$ cat config.mk
export PLATFORM = sky130hd
export DESIGN_NAME = ghr_checkpoint
export DESIGN_NICKNAME = d
export VERILOG_FILES = /design/src/rtl/ghr_checkpoint.sv
export SDC_FILE = /design/constraint.sdc
export NUM_CORES = 1
export LEC_CHECK = 0
export ABC_AREA = 1
export CAP_MARGIN = 20
export CELL_PAD_IN_SITES_DETAIL_PLACEMENT = 1
export CELL_PAD_IN_SITES_GLOBAL_PLACEMENT = 2
export CORE_MARGIN = 5
export CORE_UTILIZATION = 35
export CTS_CLUSTER_DIAMETER = 50
export DETAILED_ROUTE_END_ITERATION = 10
export PLACE_DENSITY = 0.88
export REMOVE_ABC_BUFFERS = 1
export SYNTH_ARGS = -nofsm -noshare
export SYNTH_HDL_FRONTEND = slang
export SYNTH_SLANG_ARGS = --single-unit
$ cat constraint.sdc
create_clock -name clk -period 3 [get_ports clk]
set_input_delay 0.45 -clock clk [delete_from_list [all_inputs] [get_ports clk]]
set_output_delay 0.45 -clock clk [all_outputs]
set_load 0.02 [all_outputs]
$ cat src/rtl/ghr_checkpoint.sv
// Speculative global-history register with a per-branch checkpoint FIFO.
// The fetch-side history is shifted on prediction and repaired from a checkpoint on a mispredict.
module ghr_checkpoint #(
  parameter int unsigned k     = 10,
  parameter int unsigned DEPTH = 4
) (
  input  logic                         clk,
  input  logic                         reset,
  input  logic                         StallF,
  input  logic                         BranchF,
  input  logic                         PredDirF,
  input  logic                         StallE,
  input  logic                         BranchE,
  input  logic                         PCSrcE,
  input  logic                         TrapFlush,
  output logic [k-1:0]                 GHRSpecF,
  output logic [k-1:0]                 GHRArch,
  output logic [$clog2(DEPTH+1)-1:0]   Count,
  output logic                         Full,
  output logic                         MispredE,
  output logic                         ResolveEmptyE
);

  localparam int unsigned PtrW = $clog2(DEPTH);
  localparam int unsigned CntW = $clog2(DEPTH+1);

  logic [k-1:0]    spec_q, spec_d;
  logic [k-1:0]    arch_q, arch_d;
  logic [PtrW-1:0] head_q, head_d;
  logic [PtrW-1:0] tail_q, tail_d;
  logic [CntW-1:0] count_q, count_d;

  logic [k-1:0] ckpt_q [DEPTH];
  logic         pred_q [DEPTH];

  logic push_req, resolve, empty, mismatch;
  logic resolve_empty, mispred, pop, push_ok;
  logic [k-1:0] head_ckpt;
  logic         head_pred;

  assign push_req  = BranchF & ~StallF;
  assign resolve   = BranchE & ~StallE;
  assign empty     = (count_q == '0);
  assign head_ckpt = ckpt_q[head_q];
  assign head_pred = pred_q[head_q];
  assign mismatch  = (PCSrcE != head_pred);

  assign resolve_empty = resolve & empty & ~TrapFlush;
  assign mispred       = resolve & ~empty & ~TrapFlush & mismatch;
  assign pop           = resolve & ~empty & ~TrapFlush & ~mismatch;
  // A push may use the slot freed by a same-cycle correct pop, even when full.
  assign push_ok       = push_req & (~Full | pop) & ~TrapFlush & ~mispred & ~resolve_empty;

  assign GHRSpecF      = spec_q;
  assign GHRArch       = arch_q;
  assign Count         = count_q;
  assign Full          = (count_q == CntW'(DEPTH));
  assign MispredE      = mispred;
  assign ResolveEmptyE = resolve_empty;

  always_comb begin
    spec_d  = spec_q;
    arch_d  = arch_q;
    head_d  = head_q;
    tail_d  = tail_q;
    count_d = count_q;
    if (TrapFlush) begin
      spec_d  = arch_q;
      head_d  = '0;
      tail_d  = '0;
      count_d = '0;
    end else begin
      if (resolve) begin
        arch_d = {PCSrcE, arch_q[k-1:1]};
      end
      if (resolve_empty) begin
        spec_d = {PCSrcE, arch_q[k-1:1]};
      end else if (mispred) begin
        spec_d  = {PCSrcE, head_ckpt[k-1:1]};
        head_d  = '0;
        tail_d  = '0;
        count_d = '0;
      end else begin
        if (push_ok) begin
          spec_d = {PredDirF, spec_q[k-1:1]};
          tail_d = tail_q + PtrW'(1);
        end
        if (pop) begin
          head_d = head_q + PtrW'(1);
        end
        if (push_ok && !pop) begin
          count_d = count_q + CntW'(1);
        end else if (!push_ok && pop) begin
          count_d = count_q - CntW'(1);
        end
      end
    end
  end

  always_ff @(posedge clk) begin
    if (reset) begin
      spec_q  <= '0;
      arch_q  <= '0;
      head_q  <= '0;
      tail_q  <= '0;
      count_q <= '0;
    end else begin
      spec_q  <= spec_d;
      arch_q  <= arch_d;
      head_q  <= head_d;
      tail_q  <= tail_d;
      count_q <= count_d;
    end
  end

  // Checkpoint storage needs no reset; entries are only read while Count is non-zero.
  always_ff @(posedge clk) begin
    if (push_ok) begin
      ckpt_q[tail_q] <= spec_q;
      pred_q[tail_q] <= PredDirF;
    end
  end

endmodule

Yosys cells after proc, flatten, opt, wreduce, memory -nomap -nowiden
Memories as Yosys holds them, arrays and structs flattened. A register that Yosys moved wholly into a read port is not among the register bits.
Cells that the tools add are included.
{"block": "classes", "n_addsub": 4, "n_eq_ne": 2, "bitwise": 21, "n_reduce_logical": 14, "muxes": 17}
{"cell": "two-way mux 10 bit", "count": 4}
{"cell": "two-way mux 2 bit", "count": 8}
{"cell": "AND 1 bit", "count": 12}
{"cell": "two-way mux 3 bit", "count": 3}
{"cell": "inverter 1 bit", "count": 8}
{"cell": "AND reduction 2 bit", "count": 4}
{"cell": "adder 2 x 1 -> 2 bit (second input constant)", "count": 2}
{"cell": "nonzero test 2 bit", "count": 2}
{"cell": "nonzero test 4 bit", "count": 1}
{"cell": "adder 3 x 1 -> 3 bit (second input constant)", "count": 1}
{"cell": "== test 3 bit (second input constant)", "count": 1}
{"cell": "zero test 3 bit", "count": 1}
{"cell": "nonzero test 3 bit", "count": 1}
{"cell": "subtractor 3 x 1 -> 3 bit (second input constant)", "count": 1}
{"cell": "logical AND 1 bit", "count": 2}
{"cell": "zero test 1 bit", "count": 2}
{"cell": "two-way mux 1 bit", "count": 2}
{"cell": "OR reduction 2 bit", "count": 1}
{"cell": "inequality test 1 bit", "count": 1}
{"cell": "OR 1 bit", "count": 1}
{"block": "word_totals", "n_memories": 2, "inputBits": 9, "reg_bits": 27, "ram_bits": 44}
{"memory": "ckpt_q", "words": 4, "width": 10, "read_ports": 1, "rd_ports_with_merged_regs": 1, "write_ports": 1, "line_no": "33", "rtl": "logic [k-1:0] ckpt_q [DEPTH];"}
{"memory": "pred_q", "words": 4, "width": 1, "read_ports": 1, "rd_ports_with_merged_regs": 1, "write_ports": 1, "line_no": "34", "rtl": "logic pred_q [DEPTH];"}

Logic depth before layout (Yosys ltp)
{"block": "logic_depth", "depth_word": 15, "mapped_depth": 17}

Worst setup path before layout
Ideal clock, no wire load.
{"block": "synth_path", "path_type": "flip-flop to flip-flop", "from": "reg count_q[2] (netlist: Count[2])", "to": "reg count_q[2] (netlist: Count[2])", "t_arrival_ns": 2.419, "stages_incl_launch_ff": 12, "synth_period_minus_slack_ns": 2.489, "slack_ns": 0.511, "setup_time_ns": 0.070, "path_cell_list": "dfxtp_1 > nor3b_1 > nand2_2 > nand4_2 > inv_1 > fa_1 > xor2_1 > inv_1 > nand4_1 > nand2_1 > nand2_1 > a21oi_1"}
{"item": "start, declared", "line_no": "31", "rtl": "logic [CntW-1:0] count_q, count_d;"}
{"item": "start signal, assigned", "line_no": "112", "rtl": "count_q <= count_d;"}
{"item": "== test 3 bit *", "line_no": "57", "rtl": "assign Full = (count_q == CntW'(DEPTH));"}
{"item": "net Full", "line_no": "19", "rtl": "output logic Full,"}
{"item": "inverter 1 bit *", "line_no": "52", "rtl": "assign push_ok = push_req & (~Full | pop) & ~TrapFlush & ~mispred & ~resolve_empty;"}
{"item": "OR 1 bit *", "line_no": "52"}
{"item": "AND 1 bit * (4 in series)", "line_no": "52"}
{"item": "zero test 1 bit", "line_no": "93", "rtl": "end else if (!push_ok && pop) begin"}
{"item": "logical AND 1 bit", "line_no": "93"}
{"item": "nonzero test 3 bit (no source line)"}
{"item": "AND reduction 2 bit (no source line)"}
The timed path passes the listed nets; every way through them passes the cells marked *. The select of a mux whose other input is x is not followed.
A chain may end at the register's enable or synchronous reset.

Worst setup path after layout
{"block": "layout_path", "from": "in TrapFlush", "to": "out ResolveEmptyE"}
{"block": "layout_between", "elab_chain_cells": 2}
{"item": "start, declared", "line_no": "15", "rtl": "input logic TrapFlush,"}
{"item": "inverter 1 bit (no source line)"}
{"item": "AND 1 bit", "line_no": "48", "rtl": "assign resolve_empty = resolve & empty & ~TrapFlush;"}
{"item": "end, declared", "line_no": "21", "rtl": "output logic ResolveEmptyE"}
No other way between the ends.

==> out/results.txt <==
drt wl/cell: 16.5 um
Die X: 104 um
grt ovf: 0
setup_tns: 0 ps
Psw: 547 uW
Non-Filler Cell Area, Final: 3820 um2
insertion delay to the later sink of the worst-skew pair: 360 ps
layout cell share with drive strength beyond 1: 0.151
commonest non-fill, non-tap cell in the layout: nor2_1
GRT Total Usage: 0.153
met1 WL: 3650 um
status: finished, final reports clean
RSZ-0062 raised after global routing: false
placed cell count: 456
syn_area_per_cell: 9.88 um2
crit path DAT: 2230 ps
post-route ant nets: 0
# rows: 34
sw frac: 0.256
DRT Pass-1 Iters: 4
Post-synth EDFFs: 40
cts hold-fix bufs: 0
CP startpoint kind: input pin
Max Fclk: 373 MHz
Via Count: 2373
Sink Count: 69
Max Cap Viol: 0
DIE AREA: 10800 um2
top cell type's share of synthesized area: 0.387
Die Span Y: 104 um
Power, Total: 2.14 mW
top sig layer: met4
fin cells: 472
global-route wire length before repair: 13200 um
ANT cells: 0
Top Ports: 35
fillcell total: 1005
Buffers on Ports: 34
number of nets in the layout: 373
Internal Power: 1.59 mW
VDD IR max: 0.291 mV
clock skew: 16.0 ps
# setup viols final: 0
clock tree buffer depth: 2
top post-synthesis cells by area: edfxtp_1 39%, dfxtp_1 19%, o21ai_0 6.5%, nor2_1 6.4%, inv_1 3.8%
vias in the first global route: 2569
Post-Route WL: 7800 um
most frequent cells in the layout: 53 x nor2_1, 40 x o21ai_0, 40 x edfxtp_1
initial antenna violation count: 0
Post-CTS Resized: 0
H-tree levels: 3
fin crit period: 2680 ps
Sequential Power Share: 0.496
Seq cells post-synth: 69
leading area contributor after synthesis: edfxtp_1
Crit. End Element: primary output
Worst Path Max Fanout: 8
TritonCTS clock tree: done
Util after Layout: 0.440
R2R setup slack: 530 ps
P_leak: 1.36 nW
PnR worst setup slack: 318 ps
slew margin rel.: 0.630
post-synthesis async set-or-reset flop share: 0
fin crit share: 0.894
HPWL after detailed placement: 5530 um
largest net degree at the start of global routing: 22
area growth from synthesis to layout: 23.2%
synthesized area: 3100 um2
sequential cell area fraction in the yosys report: 0.574
clock-pin slew on the worst setup and hold paths: 80 ps
logic gate share of total power: 0.093
drt first-iter violations: 111
Power Density: 560 nW/um2
CTS Root Cell: clkbuf_8
final hold vios: 0
Yosys Warn Count: 0
type of the most critical hold path: flip-flop to flip-flop
Worst EP required: 2550 ps
ys flop type: edfxtp_1
Clk pwr share: 0.412
core area: 8680 um2
Met3 Wirelength: 263 um
post-CTS setup buffer count: 0
pins over their slew limit: 0
Distinct cells, synth: 35
gp weighted congestion: 0.756
Post-Place Cell Area: 3590 um2
Num CTS Buffers: 9
Post-Place Setup Slack: 200 ps
Syn Inst Count: 314
drt via density: 5.03
drt drc: 0
Initial Utilization: 0.357
worst slew pin tran: 555 ps
Met2 Wirelength: 3730 um
WHS: 471 ps
kind of critical path: input pin to primary output
-- cell type report --
cell class                      instances  area (um2)  share of cell area
Clock buffer                            9         124              0.0324
Clock inverter                          7         105              0.0275
Inverter                               37         144              0.0376
Multi-Input combinational cell        197        1110               0.290
Sequential cell                        69        1780               0.466
Tap cell                              108         135              0.0354
Timing Repair Buffer                   45         423               0.111
-- final timing paths --
check | start | endpoint | depth (start not counted)
worst max-delay path | TrapFlush | ResolveEmptyE | 7
worst min-delay path | GHRArch[0] | GHRArch[0] | 2
worst max register to register | flip-flop | Count[2] | 17
worst min register to register | GHRArch[0] | GHRArch[0] | 2
-- synth_stat cells (2+ instances only) --
library cell and instances:
o221ai_2 6, nand2_2 6, nor2_4 2, nor2_1 53, nand3_1 3, o21ai_0 40
a21oi_1 21, nand3_4 2, nand4_2 2, o211ai_1 9, edfxtp_1 40, clkbuf_1 6
ha_1 4, o21ai_1 11, buf_6 3, inv_2 5, dfxtp_1 29, inv_1 31
nand2_1 25
-- worst max-delay path, cell delays in order --
cell,delay [ps]
clkdlybuf4s50_1,470
clkinv_4,80
nand3_4,80
inv_2,90
nand2_1,200
inv_2,220
clkdlybuf4s50_1,630
-- cells by family after synthesis --
family,Yosys count,share of synthesized area
AOI/OAI and AO/OA,93,0.182
xor gates and xnor gates,1,0.00282
adders and majority gates,5,0.0226
buffers and inverters,48,0.0678
DFF,69,0.574
and+or+nand+nor,98,0.151
-- power groups by stage --
stage                     registers (mW)  clock network [mW]  logic [mW]
after global routing                1.07               0.939       0.221
after floorplan                     1.10                   0      0.0890
final                               1.06               0.881       0.198
after CTS                           1.06               0.898       0.201
after detailed placement            1.08                   0       0.199
after global placement              1.08                   0       0.195
-- registers in the layout, indices dropped and copies added (netlist names), named ones only --
register,count
Count,3
GHRArch,10
GHRSpecF,10
ckpt_q,36
head_q,2
pred_q,4
tail_q,2
-- per-layer routing --
layer	global-route usage	vias to the layer above
met1	0.199	1151
li1	-	1169
met3	0.0304	11
met5	0	-
met2	0.249	42
met4	0.0629	0
No activity file was read; power rests on OpenSTA's default activity.
